## config.mk

```make
export PLATFORM = sky130hd
export DESIGN_NAME = debounced_count_controller
export DESIGN_NICKNAME = d
export VERILOG_FILES = /design/src/rtl/debounced_count_controller.sv
export SDC_FILE = /design/constraint.sdc
export NUM_CORES = 1
export LEC_CHECK = 0
export ABC_AREA = 0
export CORE_MARGIN = 2
export CORE_UTILIZATION = 45
export CTS_BUF_LIST = sky130_fd_sc_hd__clkbuf_16
export CTS_CLUSTER_DIAMETER = 200
export DETAILED_ROUTE_END_ITERATION = 10
export PLACE_DENSITY = 0.68
export SETUP_SLACK_MARGIN = 0.05
export SYNTH_ARGS = -nofsm -noshare
export SYNTH_HDL_FRONTEND = slang
export SYNTH_SLANG_ARGS = --single-unit
```

## constraint.sdc

```tcl
create_clock -name clk -period 2.55 [get_ports clk]
set_input_delay 0.3825 -clock clk [delete_from_list [all_inputs] [get_ports clk]]
set_output_delay 0.3825 -clock clk [all_outputs]
set_load 0.01 [all_outputs]
```

## src/rtl/debounced_count_controller.sv

```systemverilog
// Debounce/pulse/settle/sample sequencer driving an external asynchronous ripple counter.
// Optional DEBOUNCED_COUNT_SATURATE_EN adds a 'saturated' output and stops counting at all-ones.
module debounced_count_controller #(
    parameter int SIZE            = 8,
    parameter int DEBOUNCE_CYCLES = 16,
    parameter int PULSE_CYCLES    = 2,
    parameter int SETTLE_CYCLES   = 4
) (
    input  logic            clk,
    input  logic            reset,
    input  logic            button,
    input  logic            clear,
    input  logic [SIZE-1:0] count_value,
    output logic            up,
    output logic            counter_reset,
    output logic [SIZE-1:0] snapshot,
    output logic            snapshot_valid,
    output logic            busy
`ifdef DEBOUNCED_COUNT_SATURATE_EN
    ,
    output logic            saturated
`endif
);

    localparam int DBW  = $clog2(DEBOUNCE_CYCLES + 1);
    localparam int TMAX = (PULSE_CYCLES > SETTLE_CYCLES) ? PULSE_CYCLES : SETTLE_CYCLES;
    localparam int TW   = $clog2(TMAX + 1);

    typedef enum logic [2:0] {
        S_INIT_CLEAR,
        S_CLEAR_SETTLE,
        S_IDLE,
        S_PULSE,
        S_SETTLE,
        S_SAMPLE,
        S_HELD_WAIT
    } state_t;

    state_t          state_q, state_d;
    logic [TW-1:0]   tmr_q, tmr_d;
    logic            btn_meta_q, btn_sync_q;
    logic            db_level_q, db_level_d;
    logic [DBW-1:0]  db_cnt_q, db_cnt_d;
    logic            press_acc;
    logic [SIZE-1:0] cap_q;
    logic            cap_en;
    logic [SIZE-1:0] snapshot_q, snapshot_d;
    logic            snap_valid_q, snap_valid_d;
    logic            up_q, counter_reset_q, busy_q;
    logic            sat_q, sat_d;

    // Debouncer: count consecutive samples that differ from the accepted level
    always_comb begin
        db_level_d = db_level_q;
        db_cnt_d   = db_cnt_q;
        press_acc  = 1'b0;
        if (btn_sync_q == db_level_q) begin
            db_cnt_d = '0;
        end else if (db_cnt_q == DBW'(DEBOUNCE_CYCLES - 1)) begin
            db_level_d = btn_sync_q;
            db_cnt_d   = '0;
            press_acc  = btn_sync_q;
        end else begin
            db_cnt_d = db_cnt_q + DBW'(1);
        end
    end

    always_comb begin
        state_d      = state_q;
        tmr_d        = tmr_q;
        snapshot_d   = snapshot_q;
        snap_valid_d = 1'b0;
        sat_d        = sat_q;
        cap_en       = 1'b0;
        case (state_q)
            S_INIT_CLEAR: begin
                tmr_d = tmr_q + TW'(1);
                if (tmr_q == TW'(1)) begin
                    state_d = S_CLEAR_SETTLE;
                    tmr_d   = '0;
                end
            end
            S_CLEAR_SETTLE: begin
                tmr_d = tmr_q + TW'(1);
                if (tmr_q == TW'(SETTLE_CYCLES - 1)) begin
                    state_d = S_SAMPLE;
                    tmr_d   = '0;
                end
            end
            S_IDLE: begin
                if (press_acc) begin
`ifdef DEBOUNCED_COUNT_SATURATE_EN
                    if (&snapshot_q) begin
                        state_d = S_HELD_WAIT;
                        sat_d   = 1'b1;
                    end else begin
                        state_d = S_PULSE;
                        tmr_d   = '0;
                    end
`else
                    state_d = S_PULSE;
                    tmr_d   = '0;
`endif
                end
            end
            S_PULSE: begin
                // timer keeps running into SETTLE so settling is measured from the up edge
                tmr_d = tmr_q + TW'(1);
                if (tmr_q == TW'(PULSE_CYCLES - 1)) state_d = S_SETTLE;
            end
            S_SETTLE: begin
                tmr_d = tmr_q + TW'(1);
                if (tmr_q >= TW'(SETTLE_CYCLES - 1)) begin
                    state_d = S_SAMPLE;
                    tmr_d   = '0;
                end
            end
            S_SAMPLE: begin
                cap_en = 1'b1;
                tmr_d  = tmr_q + TW'(1);
                if (tmr_q == TW'(1)) begin
                    snapshot_d   = cap_q;
                    snap_valid_d = 1'b1;
                    state_d      = db_level_q ? S_HELD_WAIT : S_IDLE;
                    tmr_d        = '0;
                end
            end
            S_HELD_WAIT: begin
                if (!db_level_q) state_d = S_IDLE;
            end
            default: begin
                state_d = S_INIT_CLEAR;
                tmr_d   = '0;
            end
        endcase
        // clear overrides everything outside the clear sequence, including a same-cycle press
        if (clear && state_q != S_INIT_CLEAR && state_q != S_CLEAR_SETTLE) begin
            state_d      = S_INIT_CLEAR;
            tmr_d        = '0;
            snap_valid_d = 1'b0;
            sat_d        = 1'b0;
        end
    end

    always_ff @(posedge clk or posedge reset) begin
        if (reset) begin
            state_q         <= S_INIT_CLEAR;
            tmr_q           <= '0;
            btn_meta_q      <= 1'b0;
            btn_sync_q      <= 1'b0;
            db_level_q      <= 1'b0;
            db_cnt_q        <= '0;
            cap_q           <= '0;
            snapshot_q      <= '0;
            snap_valid_q    <= 1'b0;
            up_q            <= 1'b0;
            counter_reset_q <= 1'b1;
            busy_q          <= 1'b1;
            sat_q           <= 1'b0;
        end else begin
            state_q         <= state_d;
            tmr_q           <= tmr_d;
            btn_meta_q      <= button;
            btn_sync_q      <= btn_meta_q;
            db_level_q      <= db_level_d;
            db_cnt_q        <= db_cnt_d;
            if (cap_en) cap_q <= count_value;
            snapshot_q      <= snapshot_d;
            snap_valid_q    <= snap_valid_d;
            // registered so the asynchronous counter never sees decode glitches
            up_q            <= (state_d == S_PULSE);
            counter_reset_q <= (state_d == S_INIT_CLEAR);
            busy_q          <= !(state_d == S_IDLE || state_d == S_HELD_WAIT);
            sat_q           <= sat_d;
        end
    end

    assign up             = up_q;
    assign counter_reset  = counter_reset_q;
    assign snapshot       = snapshot_q;
    assign snapshot_valid = snap_valid_q;
    assign busy           = busy_q;
`ifdef DEBOUNCED_COUNT_SATURATE_EN
    assign saturated      = sat_q;
`else
    logic unused_sat;
    assign unused_sat = sat_q;
`endif

endmodule
```

==> flow_metrics.py <==
metrics = {
    "clock_tree": {
        "cts_buffers": 5,
        "ctsHoldBuffers": 0,
        "cts_htree_levels": 2,
        "post_cts_resized": 0,
        "clk_pin_slew_ps": 50,
        "tritoncts": "built",
        "cts_post_setup_buffers_inserted": 0,
        "clock-root-buffer": "clkbuf_16",
        "cts_buffer_depth": 2,
        "cts.sinks": 34,
        "insertion_delay_ps": 280,
    },
    "floorplan": {
        "fp.dieH_um": 63.1,
        "num_io_pins": 24,
        "dieArea_um2": 3980,
        "initial_utilization": 0.470,
        "rows": 21,
        "coreArea_um2": 3340,
        "die_w_um": 63.1,
    },
    "routing": {
        "vias": 1043,
        "drt-total-wl_um": 2650,
        "drt_pre_antenna_iters": 4,
        "ant_nets": 0,
        "avgViaCountPerCell": 5.11,
        "drtIter0Drc": 69,
        "wl_per_cell_um": 13.0,
        "drc": 0,
    },
    "grt": {
        "grt_util_met1": 0.196,
        "met2_usage": 0.231,
        "met3_usage": 0.0357,
        "grt_pass1_vias": 1044,
        "antenna_found_initial": 0,
        "grt_pass1_wl_um": 4630,
        "grt_usage": 0.151,
        "grt_max_degree": 35,
        "grt.busiest_layer": "met2",
        "grt_overflow": 0,
    },
    "critical_path": {
        "cp-startpoint": "state_q[2]",
        "crit_type": "flop to flop",
        "crit_slowest_cell": "dfrtp_1",
        "crit_path_max_fanout": 16,
        "crit_chain": "nand3b_1 -> nand2b_1 -> a31oi_2 -> and2_1",
        "cp-start-kind": "flop",
        "timing.rr.start": "state_q[2]",
        "cp.required_ps": 2760,
        "path_buf_inv": 0,
        "crit_arrival_ps": 2200,
        "path_delay_family": "simple AND/OR/NAND/NOR gates",
        "worstSetupEndpointType": "flop",
        "cpPeakStageDelay_ps": 610,
    },
    "placed_design": {
        "io_buffers": 23,
        "hpwl_um": 1900,
        "routabilityCongestion": 0.847,
    },
    "power": {
        "leakage_nw": 0.887,
        "combPwrFrac": 0.307,
        "p_per_area_nw_per_um2": 1010,
        "ir_drop_mv": 0.607,
        "p_int_mw": 1.40,
        "p_sw_frac": 0.298,
        "clockPowerShare": 0.285,
        "seq_power_share": 0.408,
        "switchingPower_uw": 595,
        "power.total_mw": 2.00,
    },
    "sta": {
        "rsz0062_at_grt": "no",
        "max_freq_ghz": 0.502,
        "tns_ps": 0,
        "whs_ps": 345,
        "fin_crit_ps": 1990,
        "clock_skew_ps": 4.15,
        "maxSlewHeadroom": 0.683,
        "post-route-period-util": 0.781,
        "hold_viol": 0,
        "worstMarginPinSlew_ps": 475,
        "setup_viol": 0,
        "drv_slew": 0,
    },
    "logic_synthesis": {
        "postSynth.asyncResetShare": 1.00,
        "ys_seq_area_frac": 0.544,
        "synth_area_per_cell_um2": 11.9,
        "ys_seq_elements": 34,
        "synth_top_area_cell": "dfrtp_1",
        "synth_area_leaders": "dfrtp_1 (51%), mux2_2 (12%), ha_1 (4.0%), dfstp_2 (3.3%), nand2b_1 (2.4%)",
        "ys.flop_type": "dfrtp_1",
        "synth_cells": 132,
        "synth_common_cells": "dfrtp_1 (32), mux2_2 (17), nor2_1 (9), inv_1 (7)",
        "yosysWarnings": 0,
        "syn_area_um2": 1570,
        "synth_edf_count": 0,
        "synth_most_common_cell": "dfrtp_1",
        "yosysUniqueCellTypes": 37,
        "syn_nets": 149,
        "synth.top_cell.area_share": 0.510,
    },
    "min_path": {
        "min_path_type": "flop to flop",
        "min-delay-start": "btn_meta_q",
    },
    "outcome": {
        "status": "finished, final reports clean",
    },
    "finish": {
        "nets": 174,
        "drive_gt1_frac": 0.196,
        "antenna_cells": 0,
        "fillers": 275,
        "syn2layout_area_growth_pct": 26.0,
    },
    "run": {
        "drv_cap": 0,
    },
}
## power groups by stage
stage / Combinational, mW / Sequential [mW] / Clock [mW]
2_1_floorplan: 0.440 / 0.800 / 0
3_3_place_gp: 0.599 / 0.820 / 0
3_5_place_dp: 0.615 / 0.825 / 0
4_1_cts: 0.619 / 0.818 / 0.581
5_1_grt: 0.677 / 0.841 / 0.608
6_report: 0.614 / 0.815 / 0.568
## layout make-up
cell class / count / area (um^2) / share of cell area
Multi-Input combinational cell: 85 / 661 / 0.334
Clock buffer: 5 / 125 / 0.0633
Tap cell: 46 / 57.6 / 0.0291
Sequential cell: 34 / 853 / 0.432
Timing Repair Buffer: 24 / 238 / 0.120
Inverter: 7 / 26.3 / 0.0133
Clock inverter: 3 / 16.3 / 0.00823
## layout by cell type (no fill, tap or decap), drive strengths merged, types with 2 or more instances in the layout
cell type	netlist	final
nand3	2	2
a21oi	4	4
ha	5	5
and2	4	4
mux2	17	17
clkbuf	3	5
a31oi	3	3
nand2b	6	6
inv	7	7
dfrtp	32	32
nand2	6	6
clkdlybuf4s50	0	23
clkinv	0	2
o22ai	3	3
nor3	3	3
nor2	10	10
xor2	4	4
a2bb2oi	2	2
dfstp	2	2
## worst paths after layout
kind | to | slack (ps) | cells past startpoint
worst max-delay path | up | 560 | 4
max in group asynchronous | busy | 1710 | 3
worst max register to register | up | 560 | 4
worst min-delay path | btn_sync_q | 340 | 0
min in group asynchronous | cap_q[6] | 510 | 3
worst min register to register | btn_sync_q | 340 | 0
## sequential cells by signal, indices dropped and copies added (netlist names)
register,cells
tmr_q,3
snapshot_valid,1
state_q,3
snapshot,8
counter_reset,1
cap_q,8
db_level_q,1
up,1
db_cnt_q,5
busy,1
btn_meta_q,1
btn_sync_q,1
## routing by layer
layer / vias to the layer above / routed length, um
li1: 511 / -
met3: 7 / 109
met2: 25 / 1300
met1: 500 / 1200
met4: 0 / 54
met5: - / 0
## cell families (layout without fill, tap and decap cells)
kind of cell / count (synthesis) / count (layout) / share of synthesized area
and+or+nand+nor: 38 / 38 / 0.137
DFF: 34 / 34 / 0.544
AOI/OAI and AO/OA: 20 / 20 / 0.0933
muxes: 18 / 18 / 0.128
buffers and inverters: 13 / 39 / 0.0351
adders and majority gates: 5 / 5 / 0.0399
xor gates and xnor gates: 4 / 4 / 0.0223
## per-stage QoR
stage	worst slack, ps	utilization	area (um^2)	instances
5_1_grt	406	0.592	1980	204
4_1_cts	537	0.592	1980	204
6_report	558	0.592	1980	204
2_1_floorplan	814	-	1570	132
3_5_place_dp	557	0.550	1840	196
3_3_place_gp	591	0.550	1840	196
Note: power is estimated with default switching activity, not from simulation.
